**config.mk**
```make
export PLATFORM = sky130hd
export DESIGN_NAME = cdb_arbiter
export DESIGN_NICKNAME = d
export VERILOG_FILES = /design/src/rtl/cdb_pkg.sv /design/src/rtl/rr_arbiter.sv /design/src/rtl/cdb_arbiter.sv
export SDC_FILE = /design/constraint.sdc
export NUM_CORES = 1
export LEC_CHECK = 0
export CAP_MARGIN = 5
export CORE_MARGIN = 4
export CORE_UTILIZATION = 58
export DETAILED_ROUTE_END_ITERATION = 8
export DONT_BUFFER_PORTS = 1
export PLACE_DENSITY_LB_ADDON = 0.08
export SYNTH_ARGS = -nofsm -noshare
export SYNTH_HDL_FRONTEND = slang
export SYNTH_SLANG_ARGS = --single-unit
```
**constraint.sdc**
```tcl
create_clock -name clk -period 7 [get_ports clk]
set_input_delay 1.05 -clock clk [delete_from_list [all_inputs] [get_ports clk]]
set_output_delay 1.05 -clock clk [all_outputs]
set_load 0.01 [all_outputs]
```
**src/rtl/cdb_pkg.sv**
```systemverilog
// Shared CDB constants and result-bus type. The tag FIFO and the dispatcher
// import the same package so that tag widths always agree.
package cdb_pkg;

   localparam int TAG_W  = 6;
   localparam int DATA_W = 32;
   localparam int RD_W   = 5;
   localparam int NUM_EU = 4;

   typedef struct packed {
      logic              valid;
      logic [TAG_W-1:0]  tag;
      logic [DATA_W-1:0] data;
      logic [RD_W-1:0]   rd;
   } cdb_t;

   // Modular add for indices already reduced below n.
   function automatic int unsigned wrap_add(input int unsigned a,
                                            input int unsigned b,
                                            input int unsigned n);
      int unsigned s;
      s = a + b;
      return (s >= n) ? s - n : s;
   endfunction

endpackage

```
**src/rtl/rr_arbiter.sv**
```systemverilog
// Combinational round-robin arbiter: searches upward from ptr, wrapping at N,
// and returns a one-hot grant plus its encoded index.
module rr_arbiter
   import cdb_pkg::*;
#(
   parameter int N     = 4,
   parameter int IDX_W = $clog2(N)
) (
   input  logic [N-1:0]     req,
   input  logic [IDX_W-1:0] ptr,
   output logic [N-1:0]     grant,
   output logic [IDX_W-1:0] grant_idx,
   output logic             grant_any
);

   int unsigned      cand;
   logic [IDX_W-1:0] cand_idx;

   always_comb begin
      grant     = '0;
      grant_idx = '0;
      grant_any = 1'b0;
      cand      = 0;
      cand_idx  = '0;
      for (int unsigned k = 0; k < N; k++) begin
         cand     = wrap_add(32'(ptr), k, 32'(N));
         cand_idx = cand[IDX_W-1:0];
         if (!grant_any && req[cand_idx]) begin
            grant[cand_idx] = 1'b1;
            grant_idx       = cand_idx;
            grant_any       = 1'b1;
         end
      end
   end

endmodule

```
**src/rtl/cdb_arbiter.sv**
```systemverilog
// Common-data-bus arbiter: one holding register per execution unit, round-robin
// selection, one registered broadcast per cycle, stalled while the tag FIFO is full.
module cdb_arbiter #(
   parameter int NUM_EU = cdb_pkg::NUM_EU,
   parameter int TAG_W  = cdb_pkg::TAG_W,
   parameter int DATA_W = cdb_pkg::DATA_W,
   parameter int RD_W   = cdb_pkg::RD_W
) (
   input  logic                       clk,
   input  logic                       rst,
   input  logic [NUM_EU-1:0]          eu_valid,
   input  logic [NUM_EU*TAG_W-1:0]    eu_tag,
   input  logic [NUM_EU*DATA_W-1:0]   eu_data,
   input  logic [NUM_EU*RD_W-1:0]     eu_rd,
   output logic [NUM_EU-1:0]          eu_ready,
   input  logic                       tf_full,
   output logic                       cdb_valid,
   output logic [TAG_W-1:0]           cdb_tag,
   output logic [DATA_W-1:0]          cdb_data,
   output logic [RD_W-1:0]            cdb_rd,
   output logic [$clog2(NUM_EU)-1:0]  cdb_src
);

   localparam int SRC_W = $clog2(NUM_EU);

   logic [NUM_EU-1:0] hold_v;
   logic [TAG_W-1:0]  hold_tag  [NUM_EU];
   logic [DATA_W-1:0] hold_data [NUM_EU];
   logic [RD_W-1:0]   hold_rd   [NUM_EU];

   logic [NUM_EU-1:0] req;
   logic [NUM_EU-1:0] grant;
   logic [NUM_EU-1:0] accept;
   logic [SRC_W-1:0]  grant_idx;
   logic              grant_any;
   logic [SRC_W-1:0]  rr_ptr;

   // A full tag FIFO masks every request, so nothing leaves the holding registers.
   assign req = tf_full ? '0 : hold_v;

   rr_arbiter #(
      .N     (NUM_EU),
      .IDX_W (SRC_W)
   ) u_rr (
      .req       (req),
      .ptr       (rr_ptr),
      .grant     (grant),
      .grant_idx (grant_idx),
      .grant_any (grant_any)
   );

   // Granted entries are free again this cycle, which lets a lone unit stream.
   assign eu_ready = ~hold_v | grant;
   assign accept   = eu_valid & eu_ready;

   always_ff @(posedge clk or posedge rst) begin
      if (rst) begin
         hold_v <= '0;
         for (int i = 0; i < NUM_EU; i++) begin
            hold_tag[i]  <= '0;
            hold_data[i] <= '0;
            hold_rd[i]   <= '0;
         end
      end else begin
         for (int i = 0; i < NUM_EU; i++) begin
            if (accept[i]) begin
               hold_v[i]    <= 1'b1;
               hold_tag[i]  <= eu_tag[i*TAG_W +: TAG_W];
               hold_data[i] <= eu_data[i*DATA_W +: DATA_W];
               hold_rd[i]   <= eu_rd[i*RD_W +: RD_W];
            end else if (grant[i]) begin
               hold_v[i] <= 1'b0;
            end
         end
      end
   end

   always_ff @(posedge clk or posedge rst) begin
      if (rst) begin
         rr_ptr <= '0;
      end else if (grant_any) begin
         rr_ptr <= SRC_W'(cdb_pkg::wrap_add(32'(grant_idx), 32'd1, 32'(NUM_EU)));
      end
   end

   // Payload fields keep their last value when idle; only cdb_valid drops.
   always_ff @(posedge clk or posedge rst) begin
      if (rst) begin
         cdb_valid <= 1'b0;
         cdb_tag   <= '0;
         cdb_data  <= '0;
         cdb_rd    <= '0;
         cdb_src   <= '0;
      end else begin
         cdb_valid <= grant_any;
         if (grant_any) begin
            cdb_tag  <= hold_tag[grant_idx];
            cdb_data <= hold_data[grant_idx];
            cdb_rd   <= hold_rd[grant_idx];
            cdb_src  <= grant_idx;
         end
      end
   end

endmodule

```
# == After elaboration in Yosys (flattened, before gate mapping) ==
# Cells that the tools add are included.
# word_totals
register_bits,224
in_bits,179
# op_classes
n_addsub,9
magnitude_cmp,14
n_mux,51
bitwise_logic,7
reduce_logical,14
# ops
operator,count
32-bit binary-select mux with 2-bit select,1
32-bit two-way mux,2
1-bit two-way mux,20
4-bit two-way mux,5
2-bit two-way mux,9
4-bit OR,4
"3-bit greater-or-equal comparator, second input constant",5
6-bit binary-select mux with 2-bit select,1
"2-bit by 3-bit less-than comparator with 1-bit output, second input constant",4
6-bit two-way mux,2
5-bit binary-select mux with 2-bit select,1
5-bit two-way mux,2
"2-bit by 1-bit subtractor with 2-bit output, second input constant",5
1-bit binary-select mux with 2-bit select,4
1-bit demux with 2-bit select,4
"2-bit by 1-bit greater-or-equal comparator with 1-bit output, second input constant",4
2-bit nonzero test,4
1-bit logical AND,7
"2-bit by 1-bit adder with 3-bit output, second input constant",2
"2-bit by 2-bit adder with 3-bit output, second input constant",2
4-bit AND,1
4-bit inverter,1
"2-bit by 3-bit greater-or-equal comparator with 1-bit output, second input constant",1
1-bit logical NOT,3
2-bit inverter with 3-bit output,1

# == Logic depth before layout (Yosys ltp) ==
# Gate-level depths: netlist of run 1.
# depth
ltp_word,18
ltp_mapped,17
ltp_nobuf,8

# == Modules after synthesis ==
# A second synthesis of run 1 with hierarchy kept.
# hier_totals
cells_unflattened,680
hier_area_um2,10042.1
# by_module_without_submodules
mod,n_inst,cells_per_inst,area_each_um2,seq_area_each_um2
cdb_arbiter,1,635,9620.5,5605.4
rr_arbiter,1,45,421.7,0.0

# == Worst setup path after synthesis of run 1 ==
# Ideal clock, no wire load.
# synth_path
kind,register -> output
startpoint,register rr_ptr[0]
endpoint,output port eu_ready[0]
t_arrival_ps,3124
required_time_ps,5950
path_slack_ps,2826
path_stages_with_launch,14
cell_sequence,dfrtp_1 buf_6 clkbuf_1 inv_1 clkbuf_1 clkbuf_1 ha_1 buf_2 or3b_1 a211oi_2 o21a_1 nand2_1 and3_1 nand2_1
# synth_between
elab_chain_cells,15
# synth_rtl
item,line,rtl
"start, declared",cdb_arbiter.sv:36,logic [SRC_W-1:0] rr_ptr;
"start signal, assigned",cdb_arbiter.sv:82,"rr_ptr <= SRC_W'(cdb_pkg::wrap_add(32'(grant_idx), 32'd1, 32'(NUM_EU)));"
branches (longest 13 deep; another with 2-bit by 1-bit adder with 3-bit output),n/a,
4-bit two-way mux *,rr_arbiter.sv:28,if (!grant_any && req[cand_idx]) begin
4-bit OR *,cdb_arbiter.sv:53,assign eu_ready = ~hold_v | grant;
"end, declared",cdb_arbiter.sv:15,"output logic [NUM_EU-1:0] eu_ready,"
# Every way passes the cells marked *. The select of a mux whose other input is x is not followed.

# == Worst setup path after layout of run 1 ==
# layout_path
startpoint,register rr_ptr[1]
endpoint,output port eu_ready[0]
# The elaborated chain is that of the path after synthesis.

==> impl_results.md, run 1 <==
* Run status: completed
* Die area at 0.0234 sq mm
* VDD IR-drop max at 0.429 mV
* Grt total ovfl at 0
* Worst slew pin tran at 1.13 ns
* DR vias at 9179
* Cell area after synthesis at 0.0122 sq mm
* Root buffer cell: clkbuf_16
* DRC violations left at 0
* Post-Syn Instances at 1151
* Distinct cell type count after synthesis at 54
* WP data required at 5.95 ns
* Hold WC Path Type: in -> async
* CP most frequent cell: nand2_1
* Period minus WS final at 4.99 ns
* Largest cells by area after synthesis: dfrtp_1 (46%), mux2_4 (10%), o21ai_0 (5.3%)
* Clock Path Buffers at 3
* Clock Sinks at 224
* #FFs+latches synth at 224
* Clock transition at path regs at 0.06 ns
* GRT Overall Usage at 27.6%
* First-pass GRT wire length at 52700 um
* RSZ-0062 raised after global routing: false
* Fin Setup TNS at 0 ns
* Slowest CP cell: o21a_4
* Initial antenna violation count at 14
* Avg Cell Area, Syn at 10.6 sq um
* DRT Wirelength at 33800 um
* Post-CTS setup buffer count at 0
* Fmax at 0.200 GHz
* Num CTS Buffers at 26
* Async SR Flop Fraction at 100%
* Post-synth top cells: dfrtp_1 (224), nand2_1 (143), o21ai_0 (129)
* Final Hold Violating Endpoints at 0
* Rows at 52
* Ratio of cells with drive above 1 in the final layout at 18.1%
* Clock Latency Late Sink at 0.54 ns
* Tcrit/Tclk final at 71.3%
* Buf/Inv on CP at 1
* CP max FO at 89
* Slew HR at 24.9%
* Via density at 6.65
* Number of DRC markers in iteration 0 at 843
* Core box area at 0.0205 sq mm
* Final setup viols at 0
* Fillcell total at 1682
* Startpoint types: register
* P&R area growth vs syn at 6.05%
* Number of global-route vias before repair at 8926
* Most common cell in the synthesized netlist: dfrtp_1
* DP HPWL at 19700 um
* Antenna Violating Nets Remaining at 0
* H-tree levels at 1
* Die height at 153 um
* CP max stage delay at 0.83 ns
* Syn nets at 1338
* Critical-path cell list: inv_1 -> ha_1 -> or3b_1 -> a211oi_2 -> o21a_4 -> nand2_1 -> and3_1 -> nand2_1
* Input/output buffers at 0
* Die W at 153 um
* Top_reg_cell synth: dfrtp_1
* Max cap viols at 0
* CP Capture Type: output pin
* CTS tree: done
* Post-synthesis sequential area ratio at 45.9%
* Number of synthesized flops with an enable pin at 0
* Setup CP Type: reg -> out
* Hold Buf Count CTS at 0
* Worst slack on hold paths at 0.447 ns
* CP delay by family, top: compound AO/OA/AOI/OAI gates
* Drt pass-1 iters at 8
* Arr. time, crit path at 3.94 ns
* Syn. warnings at 0
* Initial Util at 59.5%
* Yosys top cell by area: dfrtp_1
* Max-slew violation count at 0
* Nets at 1273
* Pwr/cell area at 581 mW/mm^2
* Share of the synthesized area in the top cell type at 45.9%
* Setup Skew at 0.0191 ns
* Largest net degree at the start of global routing at 91
* Routed len/inst at 24.5 um
* Total leakage power at 6.00 nW
* Routability congestion estimate at 0.810
* PostCTS Resize Cnt at 0
* I/O pin count at 229
==> final cells by class <==
class / count / area, sq um / share of cell area (%)
clock inverter: 7 / 77.6 / 0.599
clock buffer: 38 / 746 / 5.76
timing repair buffer: 11 / 82.6 / 0.638
multi-input combinational: 814 / 6030 / 46.6
tap: 270 / 338 / 2.61
inverter: 9 / 37.5 / 0.290
sequential: 224 / 5610 / 43.3
antenna: 7 / 17.5 / 0.135
==> cell families (layout without fill, tap and decap cells) <==
group	count (synthesis)	in the layout	share of synthesized area (%)
compound gates	293	293	14.9
fa+ha+maj	8	8	0.820
simple gates	293	293	10.8
buf+inv	113	65	5.22
other cells	0	7	0
flops	224	224	45.9
mux	220	220	22.3
==> metrics by stage <==
stage | cells | worst slack [ns] | utilization (%) | area (sq um) | power [mW]
after global routing | 1380 | 1.83 | 63.1 | 12900 | 8.00
after CTS | 1373 | 2.10 | 63.1 | 12900 | 7.52
final | 1380 | 2.01 | 63.1 | 12900 | 7.51
after global placement | 1328 | 2.75 | 59.0 | 12100 | 6.09
after detailed placement | 1328 | 2.66 | 59.0 | 12100 | 6.17
after floorplan | 1151 | 2.83 | - | 12200 | 5.46
==> metal layers <==
metal | share of wire (%) | up-vias | GRT usage, %
met4 | 2.6 | 14 | 7.59
met3 | 9.2 | 66 | 7.94
met1 | 41 | 4635 | 37.7
met2 | 47 | 416 | 43.6
li1 | - | 4048 | -
met5 | 0.25 | - | 0
==> cells in the final DEF (no fill, tap or decap), types with 2 or more instances in the layout <==
master     netlist  routed
ha_1             8       8
inv_1            9       7
a31oi_1         44      44
nand3_1        128     128
nand2_2          0       3
a22oi_1          3       3
clkbuf_8         0       5
a221oi_1         2       2
nand2b_1         5       5
diode_2          0       7
a21o_1           2       2
clkbuf_1        66       7
mux2_1          47      47
o31ai_1          2       2
dfrtp_1        224     223
a41o_1           3       2
o21ai_0        129     129
nor2_1           5       5
clkinv_2         0       4
mux2_4          81      81
a21oi_1         45      45
buf_4            2      11
mux2_2          47      47
a21bo_2          0       2
nand2_1        143     139
a211o_1         44      43
mux2i_1         45      45
clkbuf_16        0      26
==> final timing paths <==
kind / from / endpoint / slack (ns) / cells after the start
setup / recovery: rr_ptr[1]$_DFFE_PP0P_ / eu_ready[0] / 2.01 / 8
hold / removal: rst / hold_data[103]$_DFFE_PP0P_ / 0.45 / 1
setup reg to reg: rr_ptr[1]$_DFFE_PP0P_ / hold_data[6]$_DFFE_PP0P_ / 2.56 / 9
hold reg to reg: hold_data[94]$_DFFE_PP0P_ / hold_data[94]$_DFFE_PP0P_ / 0.51 / 1
max in group asynchronous: rst / hold_rd[10]$_DFFE_PP0P_ / 5.22 / 2
min in group clk: hold_data[94]$_DFFE_PP0P_ / hold_data[94]$_DFFE_PP0P_ / 0.51 / 1
==> where the power goes <==
| group | switching (mW) | internal, mW | leakage (nW) |
|---|---|---|---|
| combinational | 1.91 | 1.65 | 2.96 |
| clock | 0.540 | 0.773 | 0.407 |
| sequential | 0.653 | 1.99 | 2.63 |
| total | 3.10 | 4.41 | 6.00 |
==> flip-flops by register name, indices dropped and copies added, names as in the netlist <==
signal / count
hold_data: 128
cdb_data: 32
hold_tag: 24
hold_rd: 20
cdb_tag: 6
cdb_rd: 5
hold_v: 4
cdb_src: 2
rr_ptr: 2
cdb_valid: 1
==> worst register-to-register path, stage by stage (launching register included) <==
cell and delay (ns):
dfrtp_1 0.53, inv_1 0.16, ha_1 0.42, or3b_1 0.44, a211oi_2 0.37, o21a_4 0.83
a221oi_1 0.35, a21bo_2 0.48, buf_4 0.37, mux2_1 0.38
Power figures use the tool's default switching activity.
==> run 2: changes to the inputs <==
==> constraint.sdc (replaced) <==
create_clock -name clk -period 5.12 [get_ports clk]
set_input_delay 0.768 -clock clk [delete_from_list [all_inputs] [get_ports clk]]
set_output_delay 0.768 -clock clk [all_outputs]
set_load 0.01 [all_outputs]
==> impl_results.md, run 2 (synthesis gave the netlist of run 1 again) <==
* Run status: completed
* Fmax at 0.215 GHz
* Tcrit/Tclk final at 91.0%
* Startpoint types: register
* Max FFs per register at 128 (unchanged)
* Arr. time, crit path at 3.89 ns (-0.05 ns)
* Die area at 0.0234 sq mm (unchanged)
* Core box area at 0.0205 sq mm (unchanged)
* Max-slew violation count at 0 (unchanged)
* RSZ-0062 raised after global routing: false
* Rows at 52 (unchanged)
* Number of DRC markers in iteration 0 at 808 (-4.2%)
* Setup CP Type: reg -> out
* Nets at 1275 (+0.16%)
* Routability congestion estimate at 0.876 (+8.1%)
* CP Capture Type: output pin
* CP most frequent cell: nand2_1
* CTS tree: done
* Period minus WS final at 4.66 ns
* Hold WC Path Type: in -> async
* Initial antenna violation count at 9 (-5)
* I/O pin count at 229 (unchanged)
* DRC violations left at 0 (unchanged)
* Final Hold Violating Endpoints at 0 (unchanged)
* Commonest non-fill, non-tap cell in the layout: dfrtp_1
* Via density at 6.55 (-1.6%)
* Clock Sinks at 224 (unchanged)
* Buf/Inv on CP at 2 (+1)
* First-pass GRT wire length at 53000 um (+0.67%)
* Worst slew pin tran at 1.16 ns (+0.0317 ns)
* DRT Wirelength at 33700 um (-0.47%)
* Root buffer cell: clkbuf_16
* CP max stage delay at 0.69 ns (-0.14 ns)
* H-tree levels at 1 (unchanged)
* Pwr/cell area at 793 mW/mm^2 (+37%)
* Grt total ovfl at 0 (unchanged)
* Final setup viols at 0 (unchanged)
* Ratio of cells with drive above 1 in the final layout at 18.3% (+0.15 points)
* Critical-path cell list: inv_1 -> ha_1 -> or3b_1 -> a211oi_2 -> o21a_4 -> buf_4 -> nand2_1 -> and3_1 -> nand2_1
* Max cap viols at 0 (unchanged)
* Clock Path Buffers at 3 (unchanged)
* CP max FO at 85 (-4.5%)
* Number of global-route vias before repair at 8919 (-0.078%)
* Placed cells at 1331 (+0.23%)
* WP data required at 4.35 ns (-1.60 ns)
* Routed len/inst at 24.4 um (-0.54%)
* CP delay by family, top: simple AND/OR/NAND/NOR gates
* Finished Layout Cells at 1381 (+0.072%)
* P&R area growth vs syn at 6.25%
* Input/output buffers at 0 (unchanged)
* Drt pass-1 iters at 6 (-2)
* Slew HR at 22.5% (-2.4 points)
* Die W at 153 um (unchanged)
* Largest net degree at the start of global routing at 138 (+52%)
* Antenna Violating Nets Remaining at 0 (unchanged)
* DR vias at 9040 (-1.5%)
* PostCTS Resize Cnt at 0 (unchanged)
* GRT Overall Usage at 28.0% (+0.37 points)
* DP HPWL at 19600 um (-0.25%)
* Leading registers by flop count: hold_data (128), cdb_data (32), hold_tag (24)
* Num CTS Buffers at 25 (-3.8%)
* Fin Setup TNS at 0 ns (unchanged)
* Most frequent cells in the layout: dfrtp_1 (223), nand2_1 (139), o21ai_0 (129)
* Hold Buf Count CTS at 0 (unchanged)
* Initial Util at 59.5% (unchanged)
* Total leakage power at 6.02 nW (+0.21%)
* Post-CTS setup buffer count at 0 (unchanged)
* Fillcell total at 1666 (-0.95%)
* Largest register by flop count: hold_data
* VDD IR-drop max at 0.428 mV (-0.22%)
* Clock Latency Late Sink at 0.52 ns (-0.02 ns)
* Clock transition at path regs at 0.06 ns (about the same)
* Slowest CP cell: buf_4
* Die height at 153 um (unchanged)
* Setup Skew at 0.0132 ns (-0.00587 ns)
[run 2: changes by cell type in the layout (fill, tap and decap cells not counted), sizes merged]
cell      change
buf           +3
diode         -1
clkbuf        -2
bufinv        +1
clkinvlp      +1
clkinv        -1
[run 2: worst reg2reg max path: stages, from the launching register on]
cell and delay (ns):
dfrtp_1 0.52, inv_1 0.15, ha_1 0.42, or3b_1 0.45, a211oi_2 0.37, o21a_4 0.23, buf_4 0.69, nand2_1 0.19
a41o_4 0.57, mux2_4 0.45
[run 2: where the power goes]
group	switching, mW	internal [mW]	total, mW
Sequential	0.884	2.72	3.61
Clock	0.711	1.06	1.77
Combinational	2.63	2.27	4.90
Total	4.23	6.05	10.3
[run 2: layout make-up]
type,count,area (sq um),area share (%)
clock buffer,36,707,5.45
clock inverter,8,96.3,0.743
timing repair buffer,14,130,1.00
tap,270,338,2.61
multi-input combinational,814,6030,46.5
sequential,224,5610,43.2
inverter,9,37.5,0.290
antenna,6,15.0,0.116
[run 2: stage by stage]
step	utilization, %	worst slack, ns	hold slack [ns]	power, mW	area, sq um
6_report	63.3	0.459	0.308	10.3	13000
2_1_floorplan	-	1.23	0.480	7.46	12200
3_3_place_gp	59.3	1.08	0.491	8.35	12100
4_1_cts	63.2	0.473	0.341	10.3	12900
3_5_place_dp	59.3	1.01	0.497	8.49	12100
5_1_grt	63.2	0.166	0.343	11.0	13000
[run 2: worst paths after layout]
path | start | to | slack (ns) | cells past startpoint
max | rr_ptr[1]$_DFFE_PP0P_ | eu_ready[0] | 0.46 | 9
min | rst | hold_data[12]$_DFFE_PP0P_ | 0.31 | 2
max reg2reg | rr_ptr[1]$_DFFE_PP0P_ | hold_data[120]$_DFFE_PP0P_ | 0.97 | 9
min reg2reg | hold_data[75]$_DFFE_PP0P_ | hold_data[75]$_DFFE_PP0P_ | 0.51 | 1
max in group asynchronous | rst | hold_v[0]$_DFFE_PP0P_ | 3.79 | 3
min in group clk | eu_valid[0] | hold_v[0]$_DFFE_PP0P_ | 0.36 | 1
[run 2: routing by layer]
metal	vias to the layer above	GRT usage (%)	share of wire (%)
li1	4045	-	-
met3	51	7.01	8.7
met5	-	0	0.083
met4	6	7.04	2.2
met2	393	42.1	46
met1	4545	41.0	43
==> run 3: changes to the inputs <==
--- a/config.mk
+++ b/config.mk
@@ -8,6 +8,7 @@
 export CAP_MARGIN = 5
 export CORE_MARGIN = 4
 export CORE_UTILIZATION = 58
+export CTS_BUF_LIST = sky130_fd_sc_hd__clkbuf_4 sky130_fd_sc_hd__clkbuf_8
 export DETAILED_ROUTE_END_ITERATION = 8
 export DONT_BUFFER_PORTS = 1
 export PLACE_DENSITY_LB_ADDON = 0.08
==> impl_results.md, run 3 (synthesis gave the netlist of run 1 again) <==
* Run status: completed
* DRT Wirelength at 34000 um (+0.98%)
* Number of global-route vias before repair at 9097 (+2.0%)
* Area occupied by multi-input gates at 0.00603 sq mm (unchanged)
* Fin Setup TNS at 0 ns (unchanged)
* First-pass GRT wire length at 53400 um (+0.65%)
* Num CTS Buffers at 38 (+52%)
* I/O pin count at 229 (unchanged)
* Root buffer cell: clkbuf_8
* Clock Sinks at 224 (unchanged)
* Tcrit/Tclk final at 90.4% (-0.62 points)
* Period minus WS final at 4.63 ns (-0.0316 ns)
* Leading registers by flop count: hold_data (128), cdb_data (32), hold_tag (24)
* Slew HR at 22.9% (+0.44 points)
* Setup CP Type: reg -> out
* Reg2Reg Depth at 9 (unchanged)
* Hold WC Path Type: in -> async
* CP Capture Type: output pin
* Rows at 52 (unchanged)
* Post-CTS setup buffer count at 0 (unchanged)
* Die height at 153 um (unchanged)
* Worst path depth at 9 (unchanged)
* P_int at 5.88 mW (-2.8%)
* DR vias at 9086 (+0.51%)
* WP data required at 4.35 ns (about the same)
* Worst reg-to-reg setup slack at 1.01 ns (+0.04 ns)
* CP max stage delay at 0.68 ns (about the same)
* Final setup viols at 0 (unchanged)
* GRT Overall Usage at 28.3% (+0.31 points)
* Sw Ratio at 41.7% (+0.63 points)
* Fillcell total at 1706 (+2.4%)
* Combinational power share at 48.5% (+0.8 points)
* VDD IR-drop max at 0.456 mV (+6.6%)
* Worst Setup EP: eu_ready[0]
* Clock Latency Late Sink at 0.54 ns (+0.02 ns)
* Hold Buf Count CTS at 0 (unchanged)
* Nets at 1288 (+1.0%)
* RSZ-0062 raised after global routing: false
* Routability congestion estimate at 0.876 (unchanged)
* Startpoint types: register
* Sequential share of power at 35.7% (+0.6 points)
* Grt total ovfl at 0 (unchanged)
* P&R area growth vs syn at 5.61%
* Worst slack on hold paths at 0.306 ns (-0.00168 ns)
* CP max FO at 85 (unchanged)
* Arr. time, crit path at 3.86 ns (-0.03 ns)
* CTS tree: done
* Clock Path Buffers at 3 (unchanged)
* Placed cells at 1331 (unchanged)
* Setup Skew at 0.0272 ns (+0.0140 ns)
* Max FFs per register at 128 (unchanged)
* Total leakage power at 6.01 nW (about the same)
* CP delay by family, top: simple AND/OR/NAND/NOR gates
* Crit path from: rr_ptr[1]$_DFFE_PP0P_
* Drt pass-1 iters at 5 (-1)
* Max cap viols at 0 (unchanged)
* Antenna Violating Nets Remaining at 0 (unchanged)
* Ratio of cells with drive above 1 in the final layout at 20.1% (+1.8 points)
* Finished Layout Cells at 1394 (+0.94%)
* Input/output buffers at 0 (unchanged)
* Largest net degree at the start of global routing at 138 (unchanged)
* Clock transition at path regs at 0.06 ns (about the same)
* Max-slew violation count at 0 (unchanged)
* Worst R2R Start: rr_ptr[1]$_DFFE_PP0P_
* Largest register by flop count: hold_data
* Worst slew pin tran at 1.15 ns (-0.00655 ns)
* Final Hold Violating Endpoints at 0 (unchanged)
* Initial Util at 59.5% (unchanged)
* DP HPWL at 19600 um (unchanged)
* R2R Path End: hold_data[109]$_DFFE_PP0P_
* DRC violations left at 0 (unchanged)
* Number of DRC markers in iteration 0 at 773 (-4.3%)
* Sequential cell area at 0.00561 sq mm (unchanged)
* Critical-path cell list: inv_1 -> ha_1 -> or3b_1 -> a211oi_2 -> o21a_4 -> buf_4 -> nand2_1 -> and3_1 -> nand2_1
* Die W at 153 um (unchanged)
* Final core occ at 62.9% (-0.38 points)
* Core box area at 0.0205 sq mm (unchanged)
* Clock power frac at 15.8% (-1.4 points)
* Via density at 6.52 (-0.43%)
* Fmax at 0.216 GHz (+0.68%)
* CP most frequent cell: nand2_1
* Die area at 0.0234 sq mm (unchanged)
* Commonest non-fill, non-tap cell in the layout: dfrtp_1
* Buf/Inv on CP at 2 (unchanged)
* Slowest CP cell: buf_4
* Routed len/inst at 24.4 um (about the same)
* H-tree levels at 2 (+1)
* PostCTS Resize Cnt at 0 (unchanged)
* Initial antenna violation count at 8 (-1)
* NetSw at 4.22 mW (-0.23%)
* Pwr/cell area at 784 mW/mm^2 (-1.1%)
* Most frequent cells in the layout: dfrtp_1 (223), nand2_1 (139), o21ai_0 (129)
## run 3: cell count changes in the layout (fill, tap and decap cells not counted)
cell | previous run | this run
clkbuf_8 | 4 | 45
clkbuf_16 | 25 | 0
clkbuf_4 | 0 | 14
clkbuf_1 | 7 | 0
clkinv_2 | 4 | 0
diode_2 | 6 | 3
bufinv_16 | 2 | 0
inv_6 | 1 | 0
## run 3: how the worst min path moves through the flow
| stage | to | cells past startpoint |
|---|---|---|
| floorplan | hold_data[10]$_DFFE_PP0P_ | 1 |
| global placement | hold_tag[17]$_DFFE_PP0P_ | 1 |
| detailed placement | hold_tag[17]$_DFFE_PP0P_ | 1 |
| CTS | hold_v[1]$_DFFE_PP0P_ | 1 |
| global route | hold_v[0]$_DFFE_PP0P_ | 1 |
| finish | hold_data[11]$_DFFE_PP0P_ | 2 |
## run 3: cell type report
class | count | share of cell area [%]
sequential | 224 | 43.5
tap | 270 | 2.62
clock inverter | 1 | 0.0583
timing repair buffer | 14 | 1.01
clock buffer | 59 | 5.62
antenna | 3 | 0.0583
multi-input combinational | 814 | 46.8
inverter | 9 | 0.291
## run 3: power by group through the flow
stage	clock, mW	sequential, mW	combinational [mW]
6_report	1.59	3.61	4.90
5_1_grt	1.72	3.72	5.38
4_1_cts	1.63	3.60	4.89
3_5_place_dp	0	3.61	4.88
3_3_place_gp	0	3.59	4.76
2_1_floorplan	0	3.31	4.15
## run 3: per-layer routing
layer | vias to the layer above | track usage, % | routed length (um)
met5 | - | 0 | 55
met4 | 10 | 8.10 | 826
met3 | 76 | 8.71 | 3210
met2 | 419 | 42.6 | 15500
met1 | 4515 | 40.0 | 14400
li1 | 4066 | - | -
## run 3: stage by stage
step / power [mW] / cell area [sq um] / setup WS (ns)
detailed placement: 8.49 / 12100 / 1.01
global route: 10.8 / 12900 / 0.175
floorplan: 7.46 / 12200 / 1.23
global placement: 8.35 / 12100 / 1.08
finish: 10.1 / 12900 / 0.490
CTS: 10.1 / 12900 / 0.471
